==> src/rtl/display_scan.sv <==
// display_scan
//
// Time-multiplexed scan controller for a common-anode bank of hex
// seven-segment digits. A prescaler divides the clock into digit slots.
// The digit index walks through the digits, one slot each. The nibble for
// the current digit goes to a downstream hex-to-segment decoder together
// with an active-low one-hot anode select.
//
// New values are double-buffered. A load only writes the shadow register.
// The shadow moves into the active register at a frame boundary, so one
// frame never mixes old and new data.
//
// Optional feature: define DISPLAY_SCAN_LZB_EN to enable leading-zero
// blanking. When it is undefined, blank is tied low. The port list is the
// same in both builds.
//
// Parameters:
//   DIGITS     number of digits scanned (1..8)
//   PRESCALE   clock cycles per digit slot (>= 1)
// Ports:
//   clk         rising-edge clock
//   rst_n       synchronous active-low reset
//   load        one-cycle strobe that captures value into the shadow register
//   value       4*DIGITS bits; digit i is value[4i+3:4i]
//   nibble      current digit code; bit 3 = A3 ... bit 0 = A0
//   digit_an    active-low one-hot anode select; all ones when blanked
//   blank       current digit must be dark
//   pending     shadow holds a value not yet displayed
//   frame_done  one-cycle pulse in the first cycle of each frame
module display_scan #(
  parameter int DIGITS   = 4,
  parameter int PRESCALE = 50000
) (
  input  logic                  clk,
  input  logic                  rst_n,
  input  logic                  load,
  input  logic [4*DIGITS-1:0]   value,
  output logic [3:0]            nibble,
  output logic [DIGITS-1:0]     digit_an,
  output logic                  blank,
  output logic                  pending,
  output logic                  frame_done
);

  localparam int PC_W  = (PRESCALE > 1) ? $clog2(PRESCALE) : 1;
  localparam int IDX_W = (DIGITS > 1) ? $clog2(DIGITS) : 1;

  logic [PC_W-1:0]     pc_q, pc_d;
  logic [IDX_W-1:0]    idx_q, idx_d;
  logic [4*DIGITS-1:0] active_q, active_d;
  logic [4*DIGITS-1:0] shadow_q, shadow_d;
  logic                pending_q, pending_d;
  logic                frame_done_q, frame_done_d;

  logic tc;
  logic fb;

  // Slot and frame sequencing. A load in the boundary cycle wins over the
  // pending clear: active takes the old shadow, and the new value waits in
  // the shadow for the next boundary.
  always_comb begin
    tc = (pc_q == PC_W'(PRESCALE - 1));
    fb = tc && (idx_q == IDX_W'(DIGITS - 1));

    pc_d         = tc ? '0 : pc_q + 1'b1;
    idx_d        = idx_q;
    active_d     = active_q;
    shadow_d     = shadow_q;
    pending_d    = pending_q;
    frame_done_d = fb;

    if (tc) begin
      idx_d = (idx_q == IDX_W'(DIGITS - 1)) ? '0 : idx_q + 1'b1;
    end

    if (fb) begin
      if (pending_q) begin
        active_d = shadow_q;
      end
      pending_d = 1'b0;
    end

    if (load) begin
      shadow_d  = value;
      pending_d = 1'b1;
    end
  end

  always_ff @(posedge clk) begin
    if (!rst_n) begin
      pc_q         <= '0;
      idx_q        <= '0;
      active_q     <= '0;
      shadow_q     <= '0;
      pending_q    <= 1'b0;
      frame_done_q <= 1'b0;
    end else begin
      pc_q         <= pc_d;
      idx_q        <= idx_d;
      active_q     <= active_d;
      shadow_q     <= shadow_d;
      pending_q    <= pending_d;
      frame_done_q <= frame_done_d;
    end
  end

  // Output decode. It uses only registered state, so no input can reach an
  // output combinationally.
  always_comb begin
    logic [DIGITS-1:0] zero_from;
    logic              all_zero;

    nibble    = 4'h0;
    zero_from = '0;
    all_zero  = 1'b1;

    for (int i = 0; i < DIGITS; i++) begin
      if (idx_q == IDX_W'(i)) begin
        nibble = active_q[4*i +: 4];
      end
    end

    // zero_from[i] is set when digit i and every higher digit are zero.
    for (int i = DIGITS - 1; i >= 0; i--) begin
      all_zero     = all_zero & (active_q[4*i +: 4] == 4'h0);
      zero_from[i] = all_zero;
    end

`ifdef DISPLAY_SCAN_LZB_EN
    blank = (idx_q != '0) && zero_from[idx_q];
`else
    blank = 1'b0 & zero_from[0];
`endif

    digit_an = blank ? '1 : ~(DIGITS'(1) << idx_q);
  end

  assign pending    = pending_q;
  assign frame_done = frame_done_q;

endmodule

==> config.mk <==
export PLATFORM = sky130hd
export DESIGN_NAME = display_scan
export DESIGN_NICKNAME = d
export VERILOG_FILES = /design/src/rtl/display_scan.sv
export SDC_FILE = /design/constraint.sdc
export NUM_CORES = 1
export LEC_CHECK = 0
export CAP_MARGIN = 5
export CORE_MARGIN = 4
export CORE_UTILIZATION = 35
export DETAILED_ROUTE_END_ITERATION = 7
export PLACE_DENSITY_LB_ADDON = 0.2
export SETUP_SLACK_MARGIN = 0.4
export SLEW_MARGIN = 25
export SYNTH_ARGS = -nofsm -noshare
export SYNTH_HDL_FRONTEND = slang
export SYNTH_SLANG_ARGS = --single-unit
export TNS_END_PERCENT = 30
==> constraint.sdc <==
create_clock -name clk -period 2.2 [get_ports clk]
set_input_delay 0.66 -clock clk [delete_from_list [all_inputs] [get_ports clk]]
set_output_delay 0.66 -clock clk [all_outputs]
set_load 0.1 [all_outputs]
# Word level (Yosys, flattened, before mapping)
# Index checks and enable logic that the tools add are counted.
# totals
regBits	52
inputBits	19
output_inout_bits	11
elab_cells	27
# op_classes
n_addsub	2
n_eq_ne	4
n_shift	1
n_mux	7
bitwise_logic	2
n_reduce_logical	5
# ops
operator	count
$add A16 B1 Y16 const B	1
$eq A16 B16 Y1 const B	1
$mux W4	4
$eq A2 B2 Y1 const B	2
$not A4 Y4	1
$shl A1 B2 Y4 const A	1
$add A2 B1 Y2 const B	1
$eq A2 B1 Y1 const B	1
$logic_not A2 Y1	1
$mux W1	2
$mux W2	1
$reduce_and A2 Y1	1
$reduce_bool A2 Y1	1
$reduce_or A2 Y1	1
$logic_and A1 B1 Y1	1
$not A1 Y1	1

# Longest topological paths before layout
# depth
depth_word	5
depth_mapped	7

# Worst setup path before layout
# Ideal clock, no wire load.
# synth_timing
path_kind	register to output
from	register idx_q[1]
to	output port nibble[0]
arrival_time_ps	3108
required_time_ps	1540
path_slack_ps	-1568
path_stages_with_launch	7
path_buffers	0
path_cell_list	dfxtp_1 -> inv_1 -> ha_1 -> nand3b_1 -> a21oi_1 -> a21oi_1 -> o21ai_0
# synth_via
elab_chain_cells	5
elab_cells_between_ends	8
# synth_lines
item	line_no	rtl
from (decl)	49	logic [IDX_W-1:0] idx_q, idx_d;
from (signal assigned)	99	idx_q <= idx_d;
$logic_not A2 Y1	118	if (idx_q == IDX_W'(i)) begin
$mux W4 (3 in series)	118	
$mux W4 (*)	118	
to (decl)	38	output logic [3:0] nibble,
# Mark *: on every way between the ends. The rest lies on a longest branch, timed or not.

# Worst setup path in the final report
# layout_timing
from	register idx_q[1]
to	output port nibble[1]
# The elaborated chain is that of the path after synthesis.

==> impl_metrics.tcl <==
set metrics [dict create \
    outcome "finished, violations left" \
    violations "setup timing" \
    place_congestion 0.757 \
    period_share_pct 104 \
    setup_viol 4 \
    wl_met3_um 156 \
    synth-compound-area-share_pct 3.75 \
    setup_tns_ns -0.370 \
    antenna_found_initial 0 \
    finalMaxSlewViolations 0 \
    syn_avg_cell_area_sq_um 9.15 \
    vias_per_cell 4.76 \
    required_ns 1.54 \
    die_h_um 89.7 \
    yosys_warnings 0 \
    synth_fa_ha_area_share_pct 2.68 \
    die_x_um 89.7 \
    finish.utilization_pct 52.3 \
    yosys.area_share.simple_pct 24.2 \
    overflow 0 \
    top_layer "met4" \
    cts_tree "built" \
    ios 30 \
    insertion_delay_ns 0.30 \
    syn-cell-area_sq_mm 0.00233 \
    drc_errors 0 \
    nFillCells 593 \
    fin_nets 320 \
    layout-drive-gt1-share_pct 30.6 \
    peakVddDrop_mv 0.353 \
    post-route-min-period_ns 2.30 \
    critPathMaxStageDelay_ns 0.38 \
    ctsRootBufferMaster "clkbuf_8" \
    skew_ns 0.0117 \
    clockBufferDepth 2 \
    wirelength_mm 4.96 \
    syn_nets 279 \
    grt_pass1_wl_mm 8.22 \
    drv_cap 0 \
    drt_iter0_markers 90 \
    critPathSlowestCell "dfxtp_4" \
    synth-seq-cells 52 \
    end_kind "output port" \
    clock-sinks 52 \
    hpwl_mm 3.11 \
    power_leakage_nw 1.18 \
    worstPathArrival_ns 1.64 \
    grt_pass1_vias 1696 \
    place_inst 351 \
    cts_buffers 5 \
    synthCells 255 \
    dieArea_sq_mm 0.00804 \
    area_delta_synth_final_pct 44.0 \
    vias 1779 \
    path_class "register to output port" \
    grt_setup_unrepaired "true" \
    crit_chain "inv_4 > ha_4 > nand3b_1 > a21oi_2 > a21oi_2 > o21ai_4 > buf_12" \
    finalWorstSetupSlack_ns -0.0986 \
    clk_pin_slew_ns 0.10 \
    dr_wl_met2_mm 2.39 \
    synth_area_leader_cell "dfxtp_1" \
    wire_per_inst_um 13.3 \
    holdBufCountCts 0 \
    stdcell_count 374 \
    hold_viol_final 0 \
    cpMostUsedCell "a21oi_2" \
    critPathLaunchType "register" \
    grtUsageTotal_pct 13.2 \
    synth_sequential_area_ratio_pct 44.6 \
    h-tree-depth 2 \
    rows 29 \
    synthMuxAreaShare_pct 14.6 \
    coreArea_sq_mm 0.00642 \
    numPortBuffers 28 \
    pwr_density_cell_mw_per_mm2 539 \
    yosys-top-cells-area "dfxtp_1, mux2i_1, nand2_1" \
    fmax_mhz 435 \
    post_synth_xor_area_fraction_pct 4.88 \
    wl_met1_mm 2.38 \
    drtPass1Iterations 4 \
    synth_top_family_by_area "simple AND/OR/NAND/NOR gates" \
    ant_nets 0 \
    ys_types 33 \
    hp-class "register to register" \
    initial_core_util_pct 36.3 \
    crit_fanout 6 \
    diodes 0 \
    yosysTopAreaCellShare_pct 44.6 \
    grt_max_degree 29 \
]
cells in the mapped netlist:
master / number
ha_1: 5
nor4_1: 2
o21ai_0: 4
nand2_1: 43
clkbuf_1: 11
buf_4: 1
buf_2: 1
xnor2_1: 7
xor2_1: 6
nand3_1: 6
clkbuf_2: 1
mux2i_1: 34
a21oi_1: 9
nand3b_1: 4
and3_2: 2
a21boi_0: 1
buf_6: 1
dfxtp_1: 52
nor2b_1: 18
nor2_1: 17
o31ai_1: 1
inv_1: 8
o21a_1: 1
nor4_4: 1
nor3_1: 2
buf_12: 1
or4_1: 2
and3_1: 3
and4_2: 1
or4b_4: 1
nand2b_1: 1
nand4_1: 7
conb_1: 1
layout by cell type, fill, tap and decap left out, types with 2 or more instances in the layout:
master           instances
inv_4                    3
nor3_1                   2
xnor2_1                  7
nor2_4                  11
nor4_1                   2
nor2_1                   6
a21oi_2                  9
buf_6                    3
dfxtp_4                  6
clkdlybuf4s50_1         18
nand3b_1                 4
and3_1                   2
dfxtp_2                  2
dfxtp_1                 44
o21ai_4                  4
clkbuf_8                 6
ha_4                     3
nor2b_1                 18
nand3_1                  6
mux2i_1                 34
nand2_1                 42
and3_2                   2
buf_12                  15
nand4_1                  7
ha_2                     2
buf_4                   13
inv_1                    3
xor2_1                   6
cell families (layout without fill, tap and decap cells):
family,after synthesis,in the layout
AOI/OAI and AO/OA,16,16
xor gates and xnor gates,13,13
adders and majority gates,5,5
buffers and inverters,24,66
DFF,52,52
muxes,34,34
other,1,1
and+or+nand+nor,110,110
worst max-delay path, delay by kind of cell, from the launching register on:
family | cells | cell delay, ns
adders and majority gates | 1 | 0.17
AOI/OAI and AO/OA | 3 | 0.38
DFF | 1 | 0.38
buffers and inverters | 2 | 0.24
and+or+nand+nor | 1 | 0.16
path summary, 6_finish.rpt:
check | start | slack [ns] | cells after the start | end
worst max-delay path | idx_q[1]$_SDFFE_PN0N_ | -0.1 | 7 | nibble[1]
worst min-delay path | pc_q[0]$_SDFF_PP0_ | 0.46 | 1 | pc_q[0]$_SDFF_PP0_
worst max register to register | pc_q[10]$_SDFF_PP0_ | 0.27 | 6 | active_q[15]$_SDFFE_PN0P_
worst min register to register | pc_q[0]$_SDFF_PP0_ | 0.46 | 1 | pc_q[0]$_SDFF_PP0_
where the power goes:
part | switching, mW | internal [mW] | leakage [nW]
sequential | 0.0157 | 0.957 | 0.429
clock | 0.315 | 0.372 | 0.0614
combinational | 0.0742 | 0.0758 | 0.693
through the flow:
step	setup WS [ns]	hold WS, ns	cell area, sq um	power, mW
2_1_floorplan	0.0766	0.426	2460	1.08
6_report	-0.0986	0.459	3360	1.81
4_1_cts	-0.108	0.469	3250	1.83
5_1_grt	-0.193	0.481	3360	1.89
3_5_place_dp	0.139	0.452	2890	1.13
3_3_place_gp	0.173	0.444	2890	1.13
registers in the layout, summed over array words and instances (netlist names):
| signal | flops |
|---|---|
| frame_done | 1 |
| idx_q | 2 |
| pending | 1 |
| active_q | 16 |
| pc_q | 16 |
| shadow_q | 16 |
per-layer routing:
layer | GRT usage [%] | vias to the layer above
met1 | 17.2 | 828
met3 | 3.47 | 2
met5 | 0 | -
met2 | 21.5 | 22
li1 | - | 927
met4 | 3.65 | 0
layout make-up:
cell class / instances / area, sq um / share of cell area (%)
clock buffer: 6 / 82.6 / 2.46
inverter: 8 / 41.3 / 1.23
sequential: 52 / 1070 / 31.7
clock inverter: 2 / 38.8 / 1.15
multi-input combinational: 179 / 1400 / 41.5
timing repair buffer: 50 / 639 / 19.0
tap: 77 / 96.3 / 2.87
what timing repair did:
item | 4_1_cts | 5_1_grt
gates resized for setup | 30 | 24
endpoints found under the setup margin | 40 | 43
hold endpoints to repair | 0 | 0
pin swaps | 25 | 21
gates cloned | 1 | 0
setup buffers | 11 | 3
Note: power is estimated with default switching activity, not from simulation.
